$ cat src/rtl/rx_iq_fifo.sv
// rx_iq_fifo: show-ahead FIFO for decimated RX1/RX2 IQ frames.
// The receive chain writes one 96-bit frame per valid strobe. The bus side
// sees the head frame on the outputs and pops it on a rising edge of
// IQ_RX_READ_CLK (gated by IQ_RX_READ_REQ). Overrun and underrun flags are
// sticky until iq_overrun_clear.
module rx_iq_fifo #(
  parameter int DEPTH_LOG2 = 5
) (
  input  logic                    clk_in,
  input  logic                    reset,
  input  logic signed [23:0]      RX1_I_in,
  input  logic signed [23:0]      RX1_Q_in,
  input  logic signed [23:0]      RX2_I_in,
  input  logic signed [23:0]      RX2_Q_in,
  input  logic                    rx_iq_valid,
  input  logic                    IQ_RX_READ_REQ,
  input  logic                    IQ_RX_READ_CLK,
  input  logic                    iq_overrun_clear,
  output logic signed [23:0]      RX1_I,
  output logic signed [23:0]      RX1_Q,
  output logic signed [23:0]      RX2_I,
  output logic signed [23:0]      RX2_Q,
  output logic                    iq_empty,
  output logic [DEPTH_LOG2:0]     fill_level,
  output logic                    iq_overrun,
  output logic                    iq_underrun
);

  localparam int PW = DEPTH_LOG2 + 1;
  localparam logic [PW-1:0] DEPTH = PW'(2 ** DEPTH_LOG2);
  localparam logic [PW-1:0] LAST  = DEPTH - PW'(1);
  localparam logic [PW-1:0] ONE   = PW'(1);

  // Frame layout: {RX1_Q, RX1_I, RX2_Q, RX2_I}
  logic [95:0]   mem [0:(2**DEPTH_LOG2)-1];
  logic [PW-1:0] wr_ptr, rd_ptr, count;
  logic [PW-1:0] wr_ptr_next, rd_ptr_next, count_next;
  logic          read_clk_d;
  logic          pop, full, empty_now, wr_acc, pop_acc;
  logic          overrun_set, underrun_set;
  logic [95:0]   in_frame, head_next;

  // Pop detection, write/pop acceptance, next-state pointers and next head frame
  always_comb begin
    in_frame     = {RX1_Q_in, RX1_I_in, RX2_Q_in, RX2_I_in};
    pop          = IQ_RX_READ_CLK & ~read_clk_d & IQ_RX_READ_REQ;
    full         = (count == DEPTH);
    empty_now    = (count == '0);
    pop_acc      = pop & ~empty_now;
    // A pop in the same cycle frees a slot, so a write into a full FIFO is kept
    wr_acc       = rx_iq_valid & (~full | pop);
    overrun_set  = rx_iq_valid & full & ~pop;
    underrun_set = pop & empty_now;

    wr_ptr_next = wr_ptr;
    if (wr_acc) wr_ptr_next = (wr_ptr == LAST) ? '0 : wr_ptr + ONE;
    rd_ptr_next = rd_ptr;
    if (pop_acc) rd_ptr_next = (rd_ptr == LAST) ? '0 : rd_ptr + ONE;
    count_next = count + (wr_acc ? ONE : '0) - (pop_acc ? ONE : '0);

    // The post-edge head is the slot being written this cycle whenever the
    // read pointer lands on the write pointer, so forward the incoming frame
    head_next = '0;
    if (count_next != '0) begin
      if (wr_acc && (rd_ptr_next == wr_ptr)) head_next = in_frame;
      else                                   head_next = mem[rd_ptr_next[DEPTH_LOG2-1:0]];
    end
  end

  // Frame storage; contents are don't-care after reset
  always_ff @(posedge clk_in) begin
    if (wr_acc) mem[wr_ptr[DEPTH_LOG2-1:0]] <= in_frame;
  end

  // Pointers, count, edge detector, registered head outputs and sticky flags
  always_ff @(posedge clk_in) begin
    if (reset) begin
      wr_ptr      <= '0;
      rd_ptr      <= '0;
      count       <= '0;
      read_clk_d  <= 1'b0;
      RX1_I       <= '0;
      RX1_Q       <= '0;
      RX2_I       <= '0;
      RX2_Q       <= '0;
      iq_empty    <= 1'b1;
      iq_overrun  <= 1'b0;
      iq_underrun <= 1'b0;
    end else begin
      wr_ptr     <= wr_ptr_next;
      rd_ptr     <= rd_ptr_next;
      count      <= count_next;
      read_clk_d <= IQ_RX_READ_CLK;
      RX1_Q      <= head_next[95:72];
      RX1_I      <= head_next[71:48];
      RX2_Q      <= head_next[47:24];
      RX2_I      <= head_next[23:0];
      iq_empty   <= (count_next == '0);
      if (iq_overrun_clear) begin
        iq_overrun  <= 1'b0;
        iq_underrun <= 1'b0;
      end else begin
        if (overrun_set)  iq_overrun  <= 1'b1;
        if (underrun_set) iq_underrun <= 1'b1;
      end
    end
  end

  assign fill_level = count;

endmodule

$ cat config.mk
export PLATFORM = sky130hd
export DESIGN_NAME = rx_iq_fifo
export DESIGN_NICKNAME = d
export VERILOG_FILES = /design/src/rtl/rx_iq_fifo.sv
export SDC_FILE = /design/constraint.sdc
export NUM_CORES = 2
export LEC_CHECK = 0
export BUFFER_PORTS_ARGS = -buffer_cell sky130_fd_sc_hd__buf_2
export CORE_ASPECT_RATIO = 1.2
export CORE_UTILIZATION = 35
export DETAILED_ROUTE_END_ITERATION = 10
export PLACE_DENSITY_LB_ADDON = 0.05
export SLEW_MARGIN = 5
export SYNTH_ARGS = -nofsm -noshare
export SYNTH_HDL_FRONTEND = slang
export SYNTH_SLANG_ARGS = --single-unit
$ cat constraint.sdc
create_clock -name clk_in -period 5.9 [get_ports clk_in]
set_clock_uncertainty 0.05 [all_clocks]
set_input_delay 0.885 -clock clk_in [delete_from_list [all_inputs] [get_ports clk_in]]
set_output_delay 0.885 -clock clk_in [all_outputs]
set_load 0.005 [all_outputs]
==> run metrics <==
cell family with most CP delay=compound AO/OA/AOI/OAI gates; worst rel slew slack=13.3%; via/cell ratio=5.52; total grt overflow=0; Post-Layout Cell Count=13397; Nets=8522; Worst path slowest cell=o21ai_4; Final HPWL DP=228000 µm; Critical Path, Cell by Cell=ha_1 > nand4_2 > o211a_1 > o21ai_4 > buf_12 > buf_4 > a31oi_1 > o311ai_0 > o211a_1 > a211oi_1; Longest Clk Path Bufs=4; Syn Area/Cell=15.2 µm²; die area=355000 µm²; RD Place Congestion=0.764; Inst Count DP=12732; clock latency on the worst-skew pair=0.93 ns; I/O pin total=207; pwr/cell area=382 nW/µm²; hold_buf cts=0; Switching Share=26.3%; maxcap violations=0; Synth area leaders=edfxtp_1 75%, nand2_1 5.6%, mux2i_1 3.6%, nand3_1 2.0%, dfxtp_1 1.9%; register area share after synthesis=76.7%; synthesized area=123000 µm²; Final Max Slew Viols=0; CP required=6.62 ns; Achievable Freq=0.206 GHz; pin count of the biggest net entering global routing=114; HP Class=primary input to flop; First-pass DRT Iterations=6; Layout Utilization=40.7%; syn_nets=8222; R2R setup slack=1.04 ns; initial antenna violation count=53; first-pass GRT wire length=605000 µm; Final setup viols=0; Critical Path End=RX1_Q[6]; CTS tree=built; Net Sw Power=14.4 mW; CTS resizes=0; yosys warns=0; Die H=652 µm; Num CTS Buffers=351; crit path kind=flop to flop; ys flop type=edfxtp_1; Critical Path Stages=10; status=complete, no violations; Synth top area share=74.8%; via count=73943; Clock Pin Slew Worst Setup and Hold Paths=0.06 ns; Starting Density=35.2%; Tcrit/Tclk final=82.3%; combinational share of power=13.1%; Layout area overhead=15.8%; I/O Buffers=206; Sequential Power Share=47.4%; number of synthesized flops with an enable pin=3072; core region area=350000 µm²; cells on worst reg2reg path=10; Critical Path AT=5.57 ns; Reg2Reg Capture Point=RX1_Q[6]; final hold vios=0; layout cells sized above 1=13.0%; Clock Root Buffer=clkbuf_16; min cycle time layout=4.86 ns; cell repeated most along the worst path=o211a_1; total power draw=54.6 mW; DRC=0; CTS Sinks=3190; cell type with the largest total area after synthesis=edfxtp_1; asr flop ratio synth=0%; slew at the pin closest to its max-slew limit=1.30 ns; wire per inst=32.7 µm; static leakage power=46.1 nW; VDD IR-drop max=0.000222 V; H-Tree Depth=5; clock share of power=39.5%; Worst setup SP type=flop; Cells after Synth=8105; Synth Register Bits=3190; Worst Path Buf+Inv=2; row count=238; final wirelength=438000 µm; Cell Int Power=40.2 mW; ANT nets after route=0; Yosys cell types=83; # Post-CTS Setup Buffers=0; crit-path max cell delay=0.93 ns; Global Route Usage Sum=24.3%; Post-synth top cells=3072 x edfxtp_1, 1848 x nand2_1, 488 x nand3_1; critical path peak fanout=43; top-count cell post-synth=edfxtp_1; CP startpoint=rd_ptr[0]; endpoint class of the critical path=flop; Reg-to-Reg Start=rd_ptr[0]; Die Wd=544 µm; DRT iter0 DRCs=6427; number of global-route vias before repair=73459; RSZ-0062 raised after global routing=no
-- sequential cells by signal, indices dropped and copies added, names as in the netlist --
name and cells:
RX1_Q 24, wr_ptr 6, iq_underrun 1, rd_ptr 6
mem 3072, RX2_I 24, RX1_I 24, RX2_Q 24
iq_empty 1, read_clk_d 1, iq_overrun 1, fill_level 6
-- metal layers --
| metal | up-vias | routed length [µm] | global-route usage, % |
|---|---|---|---|
| met5 | - | 103 | 0 |
| met4 | 18 | 9400 | 5.15 |
| met2 | 1808 | 221000 | 42.4 |
| met3 | 514 | 17900 | 3.00 |
| met1 | 39799 | 190000 | 32.4 |
| li1 | 31804 | - | - |
-- cell usage in the layout, fill, tap and decap left out, types with 13 or more instances in the layout --
cell type / instances
buf_4: 148
and3_1: 95
clkinv_2: 56
a32o_1: 30
o22ai_1: 31
a221oi_1: 22
and4_1: 32
a311oi_1: 36
o21ai_0: 32
diode_2: 14
o21ai_1: 15
inv_1: 16
a211oi_1: 117
edfxtp_1: 3072
mux2_2: 22
a221o_1: 13
buf_12: 117
a32oi_1: 220
clkinv_1: 81
mux2i_1: 438
nor4_1: 17
mux4_2: 76
nand2_1: 1842
nor2_1: 142
nand4_1: 55
a31oi_1: 250
a21oi_1: 115
clkbuf_16: 366
buf_2: 206
a2111oi_0: 25
clkbuf_8: 24
nor3_1: 25
dfxtp_1: 118
ha_1: 14
bufinv_16: 20
nor2_4: 36
o211ai_1: 18
clkbuf_1: 88
nand3_1: 488
-- layout make-up --
class,instances,area (µm²)
Sequential cell,3190,94600
Antenna cell,14,35.0
Tap cell,4680,5860
Clock inverter,173,1370
Clock buffer,478,9820
Inverter,16,60.1
Multi-Input combinational cell,4374,26500
Timing Repair Buffer,472,4510
Fill cell,32187,208000
-- power by group through the flow --
stage / sequential (mW) / combinational [mW] / clock [mW]
after global placement: 26.4 / 7.23 / 0
final: 25.9 / 7.15 / 21.6
after floorplan: 26.1 / 4.32 / 0
after global routing: 25.9 / 7.76 / 22.9
after CTS: 25.9 / 7.30 / 22.1
after detailed placement: 26.4 / 7.27 / 0
-- kinds of logic (layout without fill, tap and decap cells) --
| family | count (synthesis) | in the layout | share of synthesized area, % |
|---|---|---|---|
| other | 0 | 14 | 0 |
| multiplexers | 536 | 536 | 5.14 |
| adder cells (fa/ha/maj) | 15 | 15 | 0.158 |
| AO/OA/AOI/OAI | 1027 | 1027 | 6.16 |
| flip-flops | 3190 | 3190 | 76.7 |
| AND/OR/NAND/NOR | 2783 | 2783 | 9.59 |
| XOR/XNOR | 13 | 13 | 0.0984 |
| buffers and inverters | 541 | 1139 | 2.14 |
-- through the flow --
step	worst slack [ns]	cell area [µm²]	setup TNS, ns	hold slack (ns)
5_1_grt	0.880	143000	0	0.0818
6_report	1.04	143000	0	0.106
3_5_place_dp	0.902	132000	0	0.470
3_3_place_gp	0.916	132000	0	0.466
2_1_floorplan	-0.553	123000	-1345.00	0.432
4_1_cts	1.03	143000	0	0.0382
-- worst min path at each step --
stage                          start  slack (ns)  cells after the start     endpoint
floorplan                  wr_ptr[5]        0.43                      2    wr_ptr[5]
global placement           wr_ptr[5]        0.47                      2    wr_ptr[5]
detailed placement        iq_overrun        0.47                      2   iq_overrun
CTS                 iq_overrun_clear        0.04                      2   iq_overrun
global route        iq_overrun_clear        0.08                      2  iq_underrun
finish              iq_overrun_clear        0.11                      2   iq_overrun
(Power assumes the default switching activity.)
